===== src/rtl/espnet_pkg.sv =====
// Shared definitions for the ESPNet convolution datapath.
//   DATA_WIDTH  - default signed width of partial sums
//   COUNT_WIDTH - default width of the per-group term counter
//   SAT_MAX/MIN - saturation rails derived from DATA_WIDTH
//   state_e     - accumulator FSM states
package espnet_pkg;

    localparam int DATA_WIDTH  = 17;
    localparam int COUNT_WIDTH = 8;

    localparam logic [DATA_WIDTH-1:0] SAT_MAX = {1'b0, {(DATA_WIDTH-1){1'b1}}};
    localparam logic [DATA_WIDTH-1:0] SAT_MIN = {1'b1, {(DATA_WIDTH-1){1'b0}}};

    typedef enum logic [1:0] {
        IDLE  = 2'd0,
        ACCUM = 2'd1,
        HOLD  = 2'd2
    } state_e;

endpackage


===== src/rtl/espnet_sat_add.sv =====
// Combinational two's-complement saturating adder.
//   a, b : signed operands, DATA_WIDTH bits
//   sum  : a+b clamped to the representable range
//   ovf  : the clamp was applied
module espnet_sat_add
    import espnet_pkg::*;
#(
    parameter int DATA_WIDTH = espnet_pkg::DATA_WIDTH
) (
    input  logic [DATA_WIDTH-1:0] a,
    input  logic [DATA_WIDTH-1:0] b,
    output logic [DATA_WIDTH-1:0] sum,
    output logic                  ovf
);

    localparam logic [DATA_WIDTH-1:0] MAXV = {1'b0, {(DATA_WIDTH-1){1'b1}}};
    localparam logic [DATA_WIDTH-1:0] MINV = {1'b1, {(DATA_WIDTH-1){1'b0}}};

    logic [DATA_WIDTH-1:0] raw;
    logic                  pos_ovf;
    logic                  neg_ovf;

    assign raw = a + b;

    // Overflow only possible when operand signs agree and the result sign differs.
    assign pos_ovf = ~a[DATA_WIDTH-1] & ~b[DATA_WIDTH-1] &  raw[DATA_WIDTH-1];
    assign neg_ovf =  a[DATA_WIDTH-1] &  b[DATA_WIDTH-1] & ~raw[DATA_WIDTH-1];

    always_comb begin
        sum = raw;
        if (pos_ovf) sum = MAXV;
        if (neg_ovf) sum = MINV;
    end

    assign ovf = pos_ovf | neg_ovf;

endmodule


===== src/rtl/psum_accumulator.sv =====
// Streaming saturating partial-sum accumulator.
// Folds num_terms consecutive signed terms into one saturated result and
// hands it downstream over valid/ready, with a sticky per-group saturation flag.
//   clock, reset          - rising-edge clock, synchronous active-high reset
//   num_terms             - group length, sampled on a group's first beat (0 -> 1)
//   in_valid/in_ready     - input term handshake, in_data signed term
//   out_valid/out_ready   - result handshake, out_data sum, out_sat sticky flag
module psum_accumulator
    import espnet_pkg::*;
#(
    parameter int DATA_WIDTH  = espnet_pkg::DATA_WIDTH,
    parameter int COUNT_WIDTH = espnet_pkg::COUNT_WIDTH
) (
    input  logic                   clock,
    input  logic                   reset,
    input  logic [COUNT_WIDTH-1:0] num_terms,
    input  logic                   in_valid,
    output logic                   in_ready,
    input  logic [DATA_WIDTH-1:0]  in_data,
    output logic                   out_valid,
    input  logic                   out_ready,
    output logic [DATA_WIDTH-1:0]  out_data,
    output logic                   out_sat
);

    localparam logic [COUNT_WIDTH-1:0] ONE = {{(COUNT_WIDTH-1){1'b0}}, 1'b1};

    state_e                 state_q, state_d;
    logic [DATA_WIDTH-1:0]  acc_q, acc_d;
    logic [COUNT_WIDTH-1:0] cnt_q, cnt_d;
    logic [COUNT_WIDTH-1:0] target_q, target_d;
    logic                   sat_q, sat_d;

    logic                   ready_raw;
    logic                   beat;
    logic [DATA_WIDTH-1:0]  add_sum;
    logic                   add_ovf;
    logic [COUNT_WIDTH-1:0] cnt_inc;
    logic [COUNT_WIDTH-1:0] first_target;

    espnet_sat_add #(.DATA_WIDTH(DATA_WIDTH)) u_sat_add (
        .a   (acc_q),
        .b   (in_data),
        .sum (add_sum),
        .ovf (add_ovf)
    );

    assign cnt_inc      = cnt_q + ONE;
    assign first_target = (num_terms == '0) ? ONE : num_terms;

    // Ready is held low while reset is asserted so no beat is counted on that edge.
    assign in_ready = ready_raw & ~reset;
    assign beat     = in_valid & in_ready;

    assign out_data = acc_q;
    assign out_sat  = sat_q;

    always_comb begin
        state_d   = state_q;
        acc_d     = acc_q;
        cnt_d     = cnt_q;
        target_d  = target_q;
        sat_d     = sat_q;
        ready_raw = 1'b0;
        out_valid = 1'b0;

        unique case (state_q)
            IDLE: begin
                ready_raw = 1'b1;
            end
            ACCUM: begin
                ready_raw = 1'b1;
            end
            HOLD: begin
                out_valid = 1'b1;
                // Accepting a term here is only safe once the result leaves.
                ready_raw = out_ready;
                if (out_ready && !in_valid) state_d = IDLE;
            end
            default: state_d = IDLE;
        endcase

        if (beat) begin
            if (state_q == ACCUM) begin
                acc_d = add_sum;
                sat_d = sat_q | add_ovf;
                cnt_d = cnt_inc;
                if (cnt_inc == target_q) state_d = HOLD;
            end else begin
                // First beat of a group, either from IDLE or overlapping HOLD.
                acc_d    = in_data;
                cnt_d    = ONE;
                target_d = first_target;
                sat_d    = 1'b0;
                state_d  = (first_target == ONE) ? HOLD : ACCUM;
            end
        end
    end

    always_ff @(posedge clock) begin
        if (reset) begin
            state_q  <= IDLE;
            acc_q    <= '0;
            cnt_q    <= '0;
            target_q <= ONE;
            sat_q    <= 1'b0;
        end else begin
            state_q  <= state_d;
            acc_q    <= acc_d;
            cnt_q    <= cnt_d;
            target_q <= target_d;
            sat_q    <= sat_d;
        end
    end

endmodule


===== config.mk =====
export PLATFORM = sky130hd
export DESIGN_NAME = psum_accumulator
export DESIGN_NICKNAME = d
export VERILOG_FILES = /design/src/rtl/espnet_pkg.sv /design/src/rtl/espnet_sat_add.sv /design/src/rtl/psum_accumulator.sv
export SDC_FILE = /design/constraint.sdc
export NUM_CORES = 1
export LEC_CHECK = 0
export CELL_PAD_IN_SITES_DETAIL_PLACEMENT = 0
export CELL_PAD_IN_SITES_GLOBAL_PLACEMENT = 1
export CORE_MARGIN = 8
export CORE_UTILIZATION = 41
export DETAILED_ROUTE_END_ITERATION = 7
export PLACE_DENSITY_LB_ADDON = 0.1
export SLEW_MARGIN = 20
export SYNTH_ARGS = -nofsm -noshare
export SYNTH_HDL_FRONTEND = slang
export SYNTH_SLANG_ARGS = --single-unit

===== constraint.sdc =====
create_clock -name clock -period 8.9 [get_ports clock]
set_clock_uncertainty 0.2 [all_clocks]
set_input_delay 1.335 -clock clock [delete_from_list [all_inputs] [get_ports clock]]
set_output_delay 1.335 -clock clock [all_outputs]
set_load 0.02 [all_outputs]

==> impl_summary.md <==
Floorplanning
The initialized floorplan defines 28 standard-cell rows. The floorplan step defined a die boundary enclosing 0.008856 mm^2. The starting density of the core is 42.24%.

The die is 94.11 um wide. The number of top-level design ports is 49. From bottom edge to top edge, the die measures 94.11 um. The standard cell core area is 0.005921 mm^2.

Timing
Timing would allow up to 194.1 MHz. Setup violations remaining at the end of the flow were counted as 0. The worst-case hold slack is 0.2916 ns. The final setup TNS is 0 ns. The hold violation count in the final report is 0. The relative slew slack is 35.40%.

The slew at the pin with the worst max-slew slack is 0.9690 ns. The worst path uses 57.88% of the clock period. The count of final max-slew check failures is 0. The time the worst path needs with I/O delays and setup is 5.152 ns. Setup repair after global routing left no endpoint under its margin.

Drt
In this run the remaining antenna-violating nets after routing total 0. The remaining design rule violation count is 0. In the routed layout, each cell is associated on average with a via count of 5.513. In this run, the number of DRC markers left after iteration 0 of detailed routing was 74. The number of vias in the routed layout is 2376. The detailed-routing iteration count for the pre-antenna-repair pass is 4.

Dividing the detail-routed wire length by the instance count gives 15.68 um. Wires add up to 6756 um.

Pwr
The switching fraction of total power is 32.16%. The clock network is responsible for 31.6% of the overall power. The static leakage power is 0.001206 uW. The maximum VDD drop is 0.0001090 V. For this design the ratio of total power to cell area is 150.4 mW/mm^2.

The analysis attributes to net switching a power of 151.1 uW. The power after layout is 469.8 uW. The share of power burned in registers is 38.4%. Internal power comes to 318.7 uW. Per report_power, the combinational group accounts for 30.0% of the total.

Clock tree
The clock insertion delay at the later pin of the skew report is 0.30 ns. The number of buffers inserted by post-CTS setup repair is 0. The H-tree was split into 2 levels. After clock tree synthesis, the flow added hold-fix buffers numbering 0. The largest buffer count on any clock path is 2. The cell chosen for the clock root is clkbuf_8. The tree built by TritonCTS fans out to 36 sinks. The post-cts resize count is 0.

The CTS tree is yes. Buffers inserted during clock tree synthesis total 5. Clock-pin slew was measured on the worst setup and hold paths at 0.08 ns.

Finish
In the layout the commonest cells are clkdlybuf4s50_1 (48), dfxtp_1 (36), nor2_1 (31). The growth of design area from synthesis to finish is 24.86%. The non-filler instance count after layout is 431. Of the cells placed in the final design, the portion with a size suffix greater than 1 is 3.652%. Leaving out fill and tap cells, the most frequent cell in the layout is clkdlybuf4s50_1. The final net count is 405.

The count of inserted antenna diode cells is 0.

Placement
After legalization and detailed placement, the total HPWL measured 4822 um. The number of cells in the design after placement is 423. The number of input and output port buffers inserted is 48. Routability-driven placement finished with a final weighted congestion of 0.8239.

Worst setup path
The critical-path maximum fanout is 17. On the worst path, the slowest cell contributes a delay of 0.57 ns. The required time of the critical path is 8.92 ns. The worst setup path is launched from an input port.

STA classifies the critical path endpoint as a register. The data arrival time at the worst-slack endpoint is 5.17 ns. In this run the worst setup path begins at in_data[0]. By startpoint and endpoint, the worst setup path is classified as in2reg. The cell with the largest stage delay on the worst path is and2_1. The signal on the critical path passes through clkdlybuf4s50_1 > ha_1 > fa_1 > a211oi_1 > o211ai_1 > nand2_1 > o21bai_1 > a21o_1 > a21o_1 > fa_1 > nand2b_1 > and2_1 > o21ai_0 > nor3b_1.

The source of the worst register-to-register timing path is out_data[0].

Min path
The launch instance of the worst min-delay path is out_data[5]. The path class of the tightest hold or removal check is reg2reg.

Global routing
The initial antenna violation count is 0. The busiest layer in global routing is met2. The residual overflow from global routing is 0.

The wire length of the first global-routing pass is 11240 um. The global-route met1 utilization is 19.63%. Global routing used 15.80% of the available tracks across all layers. The via count of the first global-routing pass is 2359.

The global routing met2 resource utilization is 26.02%. The maximum number of pins on one net before global-route repair is 36. For this run, global-route usage on met3 was measured as 3.837%.

Logic synthesis
For this run, asynchronously set or reset flops after synthesis account for 0%. After synthesis the netlist holds a flip-flop and latch count of 36. Synthesis produced a netlist with a net count of 366. Yosys printed 0 warnings. For this run, the register share of the synthesized area comes to 28.81%. The number of different library cells in the post-synthesis netlist is 45. The count of mapped cells out of synthesis is 316. The average cell area after synthesis is 7.915 um^2. The top flip-flop cell by instance count after synthesis is dfxtp_1. The number of synthesized flops with an enable pin is 0.

The summed instance area of the synthesized netlist is 0.002501 mm^2.

Outcome
The flow ran to the end, and the final reports show no timing, DRC or antenna violations.

Job
The number of max-cap violations is 0.
==> state kept, by name, indices dropped and copies added, names as in the netlist <==
name	flops
out_data	17
cnt_q	8
target_q	8
state_q	2
out_sat	1
==> cells in the mapped netlist (all sizes together) (3+ instances only) <==
| cell type | instances | area [um^2] |
|---|---|---|
| clkbuf | 11 | 41.29 |
| nand2 | 28 | 105.1 |
| mux2i | 8 | 80.08 |
| a21oi | 28 | 140.1 |
| ha | 19 | 237.7 |
| o21bai | 3 | 22.52 |
| a31oi | 9 | 56.30 |
| nor2 | 31 | 116.4 |
| xnor2 | 14 | 122.6 |
| nand3 | 15 | 75.07 |
| nand4 | 4 | 25.02 |
| a21o | 8 | 60.06 |
| nor3 | 11 | 65.06 |
| a22oi | 4 | 30.03 |
| and2 | 3 | 18.77 |
| o21ai | 22 | 110.1 |
| and3 | 4 | 25.02 |
| buf | 7 | 33.78 |
| nand2b | 4 | 25.02 |
| o211ai | 4 | 35.03 |
| a211oi | 4 | 30.03 |
| dfxtp | 36 | 720.7 |
| inv | 6 | 22.52 |
| xor2 | 9 | 78.83 |
==> worst max-delay path, delay by kind of cell <==
family / cells / cell delay, ns
AO/OA/AOI/OAI: 6 / 1.20
AND/OR/NAND/NOR: 4 / 1.06
buffers and inverters: 1 / 0.42
adder cells (fa/ha/maj): 3 / 1.15
==> stage by stage <==
step / util, % / setup WS (ns) / area (um^2)
floorplan: - / 4.348 / 2501
global placement: 50.93 / 3.557 / 3015
detailed placement: 50.93 / 3.488 / 3015
CTS: 52.75 / 3.785 / 3123
global route: 52.75 / 3.457 / 3123
finish: 52.75 / 3.748 / 3123
==> cell type report <==
cell class / count / area (um^2)
fillers: 565 / 2798
multi-input cells: 256 / 1683
flip-flops and latches: 36 / 720.7
repair buffers: 50 / 495.5
well taps: 75 / 93.84
clock buffers: 6 / 72.57
clock inverters: 2 / 35.03
inverters: 6 / 22.52
==> cells by family after synthesis <==
group | share of synthesized area, %
multiplexers | 3.202
XOR/XNOR | 8.054
AND/OR/NAND/NOR | 20.71
adder cells (fa/ha/maj) | 11.11
flip-flops | 28.81
AO/OA/AOI/OAI | 24.21
buffers and inverters | 3.902
==> worst paths after layout <==
path                  end  slack [ns]  cells past startpoint
min           out_data[5]        0.29                      2
min reg2reg   out_data[5]        0.29                      2
max reg2reg  out_data[13]        4.90                     13
max          out_data[13]        3.75                     14
==> power by group through the flow <==
stage	logic (uW)	registers (uW)	clock network, uW
floorplan	84.2	191	0
global route	156	182	157
CTS	141	180	151
finish	141	180	148
global placement	141	184	0
detailed placement	140	184	0
==> metal layers <==
| metal | wire [um] | vias up |
|---|---|---|
| li1 | - | 1221 |
| met1 | 3207 | 1097 |
| met2 | 3044 | 52 |
| met3 | 421 | 6 |
| met4 | 83 | 0 |
| met5 | 0 | - |
(Power assumes the default switching activity.)
